File: config.mk
export PLATFORM = sky130hd
export DESIGN_NAME = nibble_serial_add_ctrl
export DESIGN_NICKNAME = d
export VERILOG_FILES = /design/src/rtl/nibble_serial_add_ctrl.sv
export SDC_FILE = /design/constraint.sdc
export NUM_CORES = 1
export LEC_CHECK = 0
export BUFFER_PORTS_ARGS = -buffer_cell sky130_fd_sc_hd__buf_2
export CORE_ASPECT_RATIO = 0.7
export CORE_MARGIN = 5
export CORE_UTILIZATION = 45
export DETAILED_ROUTE_END_ITERATION = 12
export HOLD_SLACK_MARGIN = 0.1
export PLACE_DENSITY = 0.69
export SLEW_MARGIN = 20
export SYNTH_ARGS = -nofsm -noshare
export SYNTH_HDL_FRONTEND = slang
export SYNTH_SLANG_ARGS = --single-unit
File: constraint.sdc
create_clock -name clk -period 3.8 [get_ports clk]
set_input_delay 0.19 -clock clk [delete_from_list [all_inputs] [get_ports clk]]
set_output_delay 0.19 -clock clk [all_outputs]
set_load 0.02 [all_outputs]
File: src/rtl/nibble_serial_add_ctrl.sv
// Serial WIDTH-bit adder: one shared 4-bit adder slice, one nibble per clock, LSB nibble first.
// Optional subtract support is compiled in with the NSA_SUB_EN macro (adds the 'sub' port).

module adder_4bit (
    input  logic [3:0] a,
    input  logic [3:0] b,
    input  logic       cin,
    output logic [3:0] s,
    output logic       cout
);
    assign {cout, s} = {1'b0, a} + {1'b0, b} + {4'b0000, cin};
endmodule

module nibble_serial_add_ctrl #(
    parameter int WIDTH = 16
) (
    input  logic             clk,
    input  logic             rst,
    input  logic             in_valid,
    output logic             in_ready,
    input  logic [WIDTH-1:0] a,
    input  logic [WIDTH-1:0] b,
    input  logic             cin,
`ifdef NSA_SUB_EN
    input  logic             sub,
`endif
    output logic             out_valid,
    input  logic             out_ready,
    output logic [WIDTH-1:0] sum,
    output logic             flag_z,
    output logic             flag_n,
    output logic             flag_c,
    output logic             flag_v,
    output logic             busy
);
    localparam int STEPS = WIDTH / 4;
    localparam int IDX_W = $clog2(STEPS);

    typedef enum logic [1:0] {IDLE, RUN, DONE} state_t;

    state_t             state_q, state_nx;
    logic [WIDTH-1:0]   a_reg, b_reg, b_in, sum_nx;
    logic [IDX_W-1:0]   idx;
    logic               carry, c_in, accept, last;
    logic [3:0]         nib_s;
    logic               nib_c;

    // Operand conditioning at the accept edge: subtract is A + ~B + 1.
    always_comb begin
        b_in = b;
        c_in = cin;
`ifdef NSA_SUB_EN
        if (sub) begin
            b_in = ~b;
            c_in = 1'b1;
        end
`endif
    end

    adder_4bit u_adder (
        .a   (a_reg[{idx, 2'b00} +: 4]),
        .b   (b_reg[{idx, 2'b00} +: 4]),
        .cin (carry),
        .s   (nib_s),
        .cout(nib_c)
    );

    // NOTE: every variable driven here gets a default first, so no path can infer a latch.
    always_comb begin
        state_nx = state_q;
        accept   = 1'b0;
        last     = 1'b0;
        sum_nx   = sum;
        sum_nx[{idx, 2'b00} +: 4] = nib_s;
        unique case (state_q)
            IDLE: if (in_valid) begin
                accept   = 1'b1;
                state_nx = RUN;
            end
            RUN: if (idx == IDX_W'(STEPS - 1)) begin
                last     = 1'b1;
                state_nx = DONE;
            end
            DONE: if (out_ready) state_nx = IDLE;
            default: state_nx = IDLE;
        endcase
    end

    assign in_ready  = (state_q == IDLE);
    assign out_valid = (state_q == DONE);
    assign busy      = (state_q != IDLE);

    // NOTE: sequential state uses non-blocking assignments so all registers update from pre-edge values.
    always_ff @(posedge clk) begin
        if (rst) state_q <= IDLE;
        else     state_q <= state_nx;
    end

    always_ff @(posedge clk) begin
        if (rst) begin
            idx    <= '0;
            carry  <= 1'b0;
            sum    <= '0;
            flag_z <= 1'b0;
            flag_n <= 1'b0;
            flag_c <= 1'b0;
            flag_v <= 1'b0;
        end else if (accept) begin
            idx   <= '0;
            carry <= c_in;
        end else if (state_q == RUN) begin
            sum   <= sum_nx;
            carry <= nib_c;
            idx   <= last ? '0 : idx + 1'b1;
            if (last) begin
                flag_z <= (sum_nx == '0);
                flag_n <= sum_nx[WIDTH-1];
                flag_c <= nib_c;
                flag_v <= (a_reg[WIDTH-1] == b_reg[WIDTH-1]) && (sum_nx[WIDTH-1] != a_reg[WIDTH-1]);
            end
        end
    end

    // NOTE: operand registers are pure datapath, only read after an accept loads them, so they carry no reset.
    always_ff @(posedge clk) begin
        if (accept) begin
            a_reg <= a;
            b_reg <= b_in;
        end
    end
endmodule

==> flow_metrics.env, run 1 <==
export IMPL_setup_viol=0
export IMPL_synth_area_leaders="edfxtp_1 (39%), dfxtp_1 (20%), mux4_2 (7.4%)"
export IMPL_track_usage_pct=17.5
export IMPL_maxCapViolations=0
export IMPL_async_reset_ff_share_pct=0
export IMPL_port_buffers=59
export IMPL_layout_nets=337
export IMPL_seq_area_um2=1460
export IMPL_netlist_area_um2=2450
export IMPL_path_cells="mux4_2, fa_1, a21o_1, a21oi_4, mux2i_1, or3_1, a311oi_1"
export IMPL_fill_cells=404
export IMPL_drc=0
export IMPL_outcome="finished clean"
export IMPL_slew_headroom_pct=43.3
export IMPL_crit_path_start_kind="flop"
export IMPL_power_density_nw_per_um2=421
export IMPL_grt_pass1_wl_um=9420
export IMPL_wl_per_cell_um=15.4
export IMPL_dieArea_um2=7040
export IMPL_rows=22
export IMPL_hp_class="input port to flop"
export IMPL_cts_buffers=9
export IMPL_crit_type="flop to flop"
export IMPL_clock_latency_ns=0.34
export IMPL_initial_core_util_pct=46.5
export IMPL_syn_to_final_growth_pct=36.1
export IMPL_cp_slowest_cell="dfxtp_1"
export IMPL_routed_wl_um=5620
export IMPL_ant_nets=0
export IMPL_holdWs_ns=0.150
export IMPL_path_clk_slew_ns=0.07
export IMPL_clock_path_buffers=2
export IMPL_cp_top_family="multiplexers"
export IMPL_antenna_found_initial=0
export IMPL_fmax_mhz=332
export IMPL_drtPass1Iterations=4
export IMPL_ys_seq_area_share_pct=59.7
export IMPL_critPathMaxFanout=9
export IMPL_gp_congestion=0.851
export IMPL_vias=1855
export IMPL_die_w_um=98.1
export IMPL_drive_above_1_share_pct=30.6
export IMPL_fin_crit_ns=3.01
export IMPL_antenna_cells=0
export IMPL_synth_most_common_cell="edfxtp_1"
export IMPL_yosysWarnings=0
export IMPL_avgViaCountPerCell=5.07
export IMPL_critPathArrivalTime_ns=3.26
export IMPL_rsz0062_at_grt="no"
export IMPL_leakage_nw=1.33
export IMPL_end_kind="flop"
export IMPL_synth_flop_cell="edfxtp_1"
export IMPL_drt_iter0_markers=85
export IMPL_syn_nets=239
export IMPL_hold_violations=0
export IMPL_netlist_instances=191
export IMPL_required_ns=4.04
export IMPL_synth_largest_area_cell="edfxtp_1"
export IMPL_grt_pass1_vias=1903
export IMPL_ys_ff_latch=57
export IMPL_syn_avg_cell_area_um2=12.8
export IMPL_clkSinkCount=57
export IMPL_cts_root_buffer="clkbuf_8"
export IMPL_multiInputGateArea_um2=928
export IMPL_synth_edf_count=32
export IMPL_ys_types=37
export IMPL_ios=60
export IMPL_setup_tns_ns=0
export IMPL_slowest_delay_ns=0.66
export IMPL_dp_hpwl_um=3650
export IMPL_peakVddDrop_v=0.000258
export IMPL_cts_tree="built"
export IMPL_drv_slew=0
export IMPL_grt_start_max_net_pins=36
export IMPL_post_route_period_util_pct=79.3
export IMPL_tightest_slew_ns=0.839
export IMPL_grt_remaining_overflow=0
export IMPL_cts_htree_levels=3
export IMPL_critPathBufInv=0
export IMPL_clock_skew_ns=0.00729
export IMPL_fp_coreArea_um2=5260
export IMPL_ys_top_cells_by_count="edfxtp_1 (32), nor2_1 (26), dfxtp_1 (25), nand2_1 (11)"
export IMPL_yosysTopAreaCellShare_pct=39.3
export IMPL_die_h_um=71.7
[metrics by stage]
step           std cells  setup slack (ns)  util (%)  power [W]  instance area [um^2]
2_1_floorplan        191             0.918         -   0.000831                  2450
3_3_place_gp         317             0.873      53.6   0.000888                  2820
3_5_place_dp         317             0.731      53.6   0.000891                  2820
4_1_cts              366             0.716      63.4    0.00141                  3330
5_1_grt              366             0.511      63.4    0.00147                  3330
6_report             366             0.785      63.4    0.00140                  3330
[where the power goes]
group | total [W] | switching, W | internal [W]
combinational | 0.000204 | 0.000107 | 0.0000973
sequential | 0.000701 | 0.0000149 | 0.000686
clock | 0.000499 | 0.000259 | 0.000240
[cell type report]
type / count / share of cell area (%)
Timing Repair Buffer: 94 / 19.2
Multi-Input combinational cell: 119 / 27.9
Tap cell: 72 / 2.70
Sequential cell: 57 / 43.9
Inverter: 8 / 0.902
Clock buffer: 9 / 3.72
Clock inverter: 7 / 1.69
[cells by family (layout without fill, tap and decap cells)]
kind of cell / count (synthesis) / count (layout) / share of synthesized area (%)
AOI/OAI and AO/OA: 33 / 33 / 10.1
xor gates and xnor gates: 2 / 2 / 0.716
adders and majority gates: 11 / 11 / 6.24
buffers and inverters: 15 / 118 / 2.35
DFF: 57 / 57 / 59.7
muxes: 9 / 9 / 7.77
and+or+nand+nor: 64 / 64 / 13.1
[layout by cell type, fill, tap and decap left out, drive strengths merged, types with 9 or more instances in the layout]
master and n:
inv 9, a22oi 9, clkbuf 9, dfxtp 25, edfxtp 32, nand2 11
nor2 26, dlygate4sd3 33, buf 61, ha 9
[final timing paths]
check                           slack, ns                 endpoint                 from  depth (start not counted)
worst min-delay path                 0.15  state_q[1]$_SDFFE_PP0P_            out_ready                          3
worst max register to register       0.79      flag_v$_SDFFE_PP0P_  idx[0]$_SDFFE_PP0P_                          7
worst min register to register       0.50      flag_n$_SDFFE_PP0P_  flag_n$_SDFFE_PP0P_                          2
worst max-delay path                 0.79      flag_v$_SDFFE_PP0P_  idx[0]$_SDFFE_PP0P_                          7
[tightest hold or removal path, stage by stage]
cell and delay [ns]:
buf_2 0.07, nand2b_1 0.10, a21oi_1 0.07
[layer usage]
layer	global-route usage, %	wire, um	vias to the layer above
met4	5.00	46	0
met3	7.68	452	6
met2	26.9	2570	62
met5	0	0	-
li1	-	-	912
met1	22.8	2560	875
[timing repair]
item,in CTS,in global routing
gates resized for setup,0,0
endpoints found under the hold margin,33,0
hold buffers,33,0
buffers inserted,0,0
Note: power is estimated with default switching activity, not from simulation.
==> inputs of run 2 (changes only) <==
--- a/config.mk
+++ b/config.mk
@@ -5,13 +5,14 @@
 export SDC_FILE = /design/constraint.sdc
 export NUM_CORES = 1
 export LEC_CHECK = 0
+export ABC_AREA = 1
 export BUFFER_PORTS_ARGS = -buffer_cell sky130_fd_sc_hd__buf_2
 export CORE_ASPECT_RATIO = 0.7
 export CORE_MARGIN = 5
 export CORE_UTILIZATION = 45
 export DETAILED_ROUTE_END_ITERATION = 12
 export HOLD_SLACK_MARGIN = 0.1
-export PLACE_DENSITY = 0.69
+export PLACE_DENSITY = 0.71
 export SLEW_MARGIN = 20
 export SYNTH_ARGS = -nofsm -noshare
 export SYNTH_HDL_FRONTEND = slang
==> constraint.sdc (replaced) <==
create_clock -name clk -period 2.46 [get_ports clk]
set_input_delay 0.123 -clock clk [delete_from_list [all_inputs] [get_ports clk]]
set_output_delay 0.123 -clock clk [all_outputs]
set_load 0.02 [all_outputs]
==> run 2 against run 1 <==
- the flow now finishes with violations (negative setup slack)
- synthesized cell count increased by 66%
- via count is 34% higher
- fmax increased by 17%
- clock-buffer cell count unchanged
- largest power group unchanged
==> flow_metrics.env, run 2 <==
export IMPL_yosysWarnings=0
export IMPL_track_usage_pct=18.2
export IMPL_worst_slack_ns=-0.106
export IMPL_critPathMaxFanout=6
export IMPL_cp_num_cells=16
export IMPL_maxCapViolations=0
export IMPL_tightest_slew_ns=0.482
export IMPL_clock_skew_ns=0.00868
export IMPL_whs_path_depth=3
export IMPL_rsz0062_at_grt="yes"
export IMPL_fp_coreArea_um2=5840
export IMPL_slew_headroom_pct=67.6
export IMPL_drive_above_1_share_pct=27.0
export IMPL_drtPass1Iterations=5
export IMPL_syn_to_final_growth_pct=37.0
export IMPL_ys_ff_latch=57
export IMPL_crit_path_start_kind="flop"
export IMPL_crit_type="flop to flop"
export IMPL_syn_nets=365
export IMPL_netlist_area_um2=2770
export IMPL_layout_nets=473
export IMPL_synth_edf_count=32
export IMPL_power_density_nw_per_um2=630
export IMPL_failed_checks="negative setup slack"
export IMPL_ys_top_cells_by_count="nand2_1 (62), inv_1 (49), nor2_1 (39), edfxtp_1 (32), dfxtp_1 (25)"
export IMPL_cts_root_buffer="clkbuf_8"
export IMPL_gp_congestion=0.951
export IMPL_path_cells="inv_6, o21ai_0, o22ai_2, fa_2, inv_2, fa_1, nor2_2, nand2_1, nor2_1, nor2_1, nand2_1, nor2_1, nand3_1, nor2_1, nand3_1, a21oi_2"
export IMPL_cp_slowest_cell="fa_1"
export IMPL_synth_area_leaders="edfxtp_1 (35%), dfxtp_1 (18%), nand2_1 (8.4%)"
export IMPL_setup_viol=1
export IMPL_cts_htree_levels=3
export IMPL_netlist_instances=317
export IMPL_yosysTopAreaCellShare_pct=34.8
export IMPL_avgViaCountPerCell=4.94
export IMPL_layout_common_cells="nand2_1 (60), buf_2 (59), inv_1 (48)"
export IMPL_total_power_w=0.00239
export IMPL_post_route_period_util_pct=104
export IMPL_drt_iter0_markers=186
export IMPL_die_h_um=75.6
export IMPL_dp_cells=453
export IMPL_die_w_um=104
export IMPL_antenna_cells=0
export IMPL_cp_top_family="adder cells"
export IMPL_ys_types=31
export IMPL_slowest_delay_ns=0.43
export IMPL_syn_avg_cell_area_um2=8.72
export IMPL_critPathArrivalTime_ns=2.79
export IMPL_antenna_found_initial=0
export IMPL_clock_latency_ns=0.34
export IMPL_hp_class="input port to flop"
export IMPL_cts_tree="built"
export IMPL_hold_violations=0
export IMPL_ys_seq_area_share_pct=52.9
export IMPL_fin_crit_ns=2.57
export IMPL_drv_slew=0
export IMPL_fin_cells=505
export IMPL_routed_wl_um=6630
export IMPL_outcome="finished, violations left"
export IMPL_grt_remaining_overflow=0
export IMPL_dieArea_um2=7840
export IMPL_reg2reg_depth=16
export IMPL_rows=23
export IMPL_synth_most_common_cell="nand2_1"
export IMPL_clkSinkCount=57
export IMPL_async_reset_ff_share_pct=0
export IMPL_critPathBufInv=2
export IMPL_initial_core_util_pct=47.3
export IMPL_ant_nets=0
export IMPL_end_kind="flop"
export IMPL_wl_per_cell_um=13.1
export IMPL_synth_flop_cell="edfxtp_1"
export IMPL_ios=60
export IMPL_clock_path_buffers=2
export IMPL_dp_hpwl_um=4620
export IMPL_grt_pass1_wl_um=11200
export IMPL_fill_cells=482
export IMPL_cts_buffers=9
export IMPL_cp_common_cell="nor2_1"
export IMPL_grt_start_max_net_pins=33
export IMPL_required_ns=2.69
export IMPL_grt_pass1_vias=2462
export IMPL_path_clk_slew_ns=0.07
export IMPL_leakage_nw=1.78
export IMPL_setup_tns_ns=-0.106
export IMPL_layout_commonest_cell="nand2_1"
export IMPL_fmax_mhz=390
export IMPL_port_buffers=59
export IMPL_vias=2494
export IMPL_place_ws_ns=-0.0970
export IMPL_synth_largest_area_cell="edfxtp_1"
export IMPL_peakVddDrop_v=0.000363
export IMPL_drc=0
[run 2: cell count changes in the layout (fill, tap and decap cells not counted), sizes merged, moves of 5 or more]
cell and delta:
nand3 +11, nor2 +16, a32oi -5, inv +47, nand2 +53, nand2b -6, buf +11, o211ai +14
nor4 -5, a22oi -9, o21ai +17, mux4 -8
[run 2: final timing paths]
check                            from                  end  slack, ns
setup reg to reg  idx[0]$_SDFFE_PP0P_  flag_z$_SDFFE_PP0P_      -0.11
setup / recovery  idx[0]$_SDFFE_PP0P_  flag_z$_SDFFE_PP0P_      -0.11
hold reg to reg   flag_z$_SDFFE_PP0P_  flag_z$_SDFFE_PP0P_       0.49
hold / removal                    cin   carry$_SDFFE_PP0P_       0.12
[run 2: per-stage QoR]
| step | hold WS [ns] | instance area [um^2] | util, % |
|---|---|---|---|
| floorplan | 0.185 | 2810 | - |
| global placement | 0.299 | 3220 | 55.0 |
| detailed placement | 0.301 | 3220 | 55.0 |
| CTS | 0.112 | 3760 | 64.4 |
| global route | 0.116 | 3790 | 64.8 |
| finish | 0.117 | 3790 | 64.8 |
[run 2: area by class of cell]
cell class	instances	area (um^2)	share of cell area (%)
Clock buffer	9	124	3.27
Clock inverter	7	46.3	1.22
Inverter	56	215	5.68
Multi-Input combinational cell	195	1100	29.0
Sequential cell	57	1470	38.7
Tap cell	75	93.8	2.48
Timing Repair Buffer	106	744	19.7
[run 2: per-layer routing]
metal	up-vias	global-route usage, %	routed length, um	part of all wire (%)
met1	1121	24.1	3160	48
met2	99	28.6	2820	43
met3	12	5.59	532	8.0
met4	0	6.90	116	1.8
li1	1262	-	-	-
met5	-	0	0	0
[run 2: cell families (layout without fill, tap and decap cells)]
group           count (synthesis)  count (layout)  synth area share [%]
compound gates                 61              61                  13.8
flops                          57              57                  52.9
buf+inv                        65             178                  9.23
simple gates                  123             123                  18.6
fa+ha+maj                      11              11                  5.52
[run 2: what timing repair did]
| action | in CTS | in global routing |
|---|---|---|
| endpoints found under the setup margin | 1 | 4 |
| pin swaps | 6 | 5 |
| endpoints found under the hold margin | 35 | 0 |
| hold buffers | 34 | 0 |
| setup buffers | 2 | 0 |
| gates resized for setup | 6 | 7 |
[run 2: worst register-to-register path, cell delays in order (launching register included)]
cell and delay [ns]:
dfxtp_4 0.41, inv_6 0.06, o21ai_0 0.22, o22ai_2 0.12, fa_2 0.41, inv_2 0.06
fa_1 0.43, nor2_2 0.15, nand2_1 0.07, nor2_1 0.11, nor2_1 0.06, nand2_1 0.07
nor2_1 0.04, nand3_1 0.06, nor2_1 0.05, nand3_1 0.08, a21oi_2 0.05
[run 2: where the power goes]
group	switching (W)	total [W]	leakage [nW]	internal, W
sequential	0.0000362	0.00111	0.512	0.00108
clock	0.000390	0.000751	0.0730	0.000360
combinational	0.000305	0.000523	1.19	0.000218
==> inputs of run 3 (changes only) <==
--- a/config.mk
+++ b/config.mk
@@ -12,7 +12,8 @@
 export CORE_UTILIZATION = 45
 export DETAILED_ROUTE_END_ITERATION = 12
 export HOLD_SLACK_MARGIN = 0.1
-export PLACE_DENSITY = 0.71
+export PLACE_DENSITY = 0.68
+export SETUP_SLACK_MARGIN = 0.15
 export SLEW_MARGIN = 20
 export SYNTH_ARGS = -nofsm -noshare
 export SYNTH_HDL_FRONTEND = slang
==> constraint.sdc (replaced) <==
create_clock -name clk -period 3 [get_ports clk]
set_input_delay 0.15 -clock clk [delete_from_list [all_inputs] [get_ports clk]]
set_output_delay 0.15 -clock clk [all_outputs]
set_load 0.02 [all_outputs]
==> run 3 against run 2 <==
- the run now ends clean
- wire length down 0.98%
- sequential share of layout area up 0.46 points
- clock-buffer cell count up 1
- first-iteration DRC count down 14%
- sequential cell count unchanged
- core utilization down 0.92 points
- clock power up 13%
- largest cell class unchanged
- power down 9.5%
- global-route usage down 0.090 points
- setup slack better by 0.49 ns
==> flow_metrics.env, run 3 (synthesis results as in run 2) <==
export IMPL_outcome="finished clean"
export IMPL_port_buffers=59
export IMPL_setup_tns_ns=0
export IMPL_clkSinkCount=57
export IMPL_grt_start_max_net_pins=33
export IMPL_vias=2415
export IMPL_clock_path_buffers=2
export IMPL_syn_to_final_growth_pct=35.0
export IMPL_rrSetupSlack_ns=0.38
export IMPL_peakVddDrop_v=0.000311
export IMPL_die_h_um=75.6
export IMPL_drc=0
export IMPL_end_kind="flop"
export IMPL_drive_above_1_share_pct=22.5
export IMPL_wl_per_cell_um=13.2
export IMPL_post_route_period_util_pct=87.2
export IMPL_rows=23
export IMPL_slew_headroom_pct=66.6
export IMPL_p_int_w=0.00159
export IMPL_clock_skew_ns=0.0101
export IMPL_fmax_mhz=382
export IMPL_maxCapViolations=0
export IMPL_cts_htree_levels=3
export IMPL_worst_slack_ns=0.383
export IMPL_track_usage_pct=18.1
export IMPL_power_frac_seq_pct=42.2
export IMPL_crit_type="flop to flop"
export IMPL_setup_viol=0
export IMPL_initial_core_util_pct=47.3
export IMPL_grt_pass1_vias=2307
export IMPL_hp_class="input port to flop"
export IMPL_leakage_nw=1.77
export IMPL_tightest_slew_ns=0.498
export IMPL_power_density_nw_per_um2=579
export IMPL_path_clk_slew_ns=0.06
export IMPL_design_area_um2=3730
export IMPL_layout_common_cells="nand2_1 (62), buf_2 (59), inv_1 (49)"
export IMPL_place_ws_ns=0.323
export IMPL_critPathMaxFanout=8
export IMPL_drtPass1Iterations=5
export IMPL_switchingPower_w=0.000570
export IMPL_cts_setup_buffers=0
export IMPL_antenna_cells=0
export IMPL_layout_commonest_cell="nand2_1"
export IMPL_dp_hpwl_um=4530
export IMPL_critPathArrivalTime_ns=2.85
export IMPL_swShare_pct=26.4
export IMPL_cts_tree="built"
export IMPL_hold_violations=0
export IMPL_placed_cell_area_um2=3150
export IMPL_avgViaCountPerCell=4.86
export IMPL_grt_pass1_wl_um=11100
export IMPL_gp_congestion=0.921
export IMPL_cts_buffers=9
export IMPL_fp_coreArea_um2=5840
export IMPL_required_ns=3.23
export IMPL_utilization_pct=63.9
export IMPL_crit_path_start_kind="flop"
export IMPL_p_clk_share_pct=39.2
export IMPL_routed_wl_um=6560
export IMPL_ios=60
export IMPL_dieArea_um2=7840
export IMPL_drt_iter0_markers=160
export IMPL_grt_remaining_overflow=0
export IMPL_layout_nets=465
export IMPL_drv_slew=0
export IMPL_combPwrFrac_pct=18.6
export IMPL_die_w_um=104
export IMPL_clock_latency_ns=0.34
export IMPL_antenna_found_initial=0
export IMPL_fin_crit_ns=2.62
export IMPL_ant_nets=0
export IMPL_cts_root_buffer="clkbuf_8"
export IMPL_rsz0062_at_grt="no"
export IMPL_holdWs_ns=0.123
-- run 3: power by group through the flow --
stage               sequential [W]  clock (W)  combinational [W]
floorplan                 0.000945          0           0.000234
global placement          0.000928          0           0.000359
detailed placement        0.000927          0           0.000362
CTS                       0.000911   0.000864           0.000397
global route              0.000917   0.000900           0.000456
finish                    0.000912   0.000848           0.000402
-- run 3: cell type report --
class | count | area, um^2
clock buffer | 10 | 128
timing repair buffer | 98 | 677
tap | 75 | 93.8
sequential | 57 | 1460
clock inverter | 6 | 106
multi-input combinational | 195 | 1060
fill | 482 | 2110
inverter | 56 | 210
-- run 3: critical path, stage by stage, from the launching register on --
cell and delay (ns):
dfxtp_2 0.40, inv_2 0.07, o21ai_0 0.20, o22ai_1 0.13, fa_1 0.44, inv_1 0.09
fa_1 0.43, nor2_1 0.19, nand2_1 0.07, nor2_1 0.09, nor2_1 0.06, nand2_1 0.06
nor2_1 0.04, nand3_1 0.06, nor2_1 0.05, nand3_1 0.07, a21oi_2 0.05
-- run 3: timing repair --
item,4_1_cts,5_1_grt
resized for setup,0,3
endpoints found under the setup margin,0,1
endpoints found under the hold margin,35,0
hold buffers,34,0
-- run 3: path summary, 6_finish.rpt --
kind,depth (start not counted),to,start
hold / removal,3,carry$_SDFFE_PP0P_,cin
setup reg to reg,16,flag_z$_SDFFE_PP0P_,idx[0]$_SDFFE_PP0P_
hold reg to reg,2,flag_n$_SDFFE_PP0P_,flag_n$_SDFFE_PP0P_
setup / recovery,16,flag_z$_SDFFE_PP0P_,idx[0]$_SDFFE_PP0P_
-- run 3: per-stage QoR --
step,cells,power [W]
global placement,447,0.00129
finish,497,0.00216
floorplan,317,0.00118
global route,497,0.00227
CTS,497,0.00217
detailed placement,447,0.00129
-- run 3: metal layers --
layer  GRT usage (%)  wire length, um
met1            24.6             3140
met2            27.5             2750
met3            5.67              575
met4            6.90               98
met5               0                0
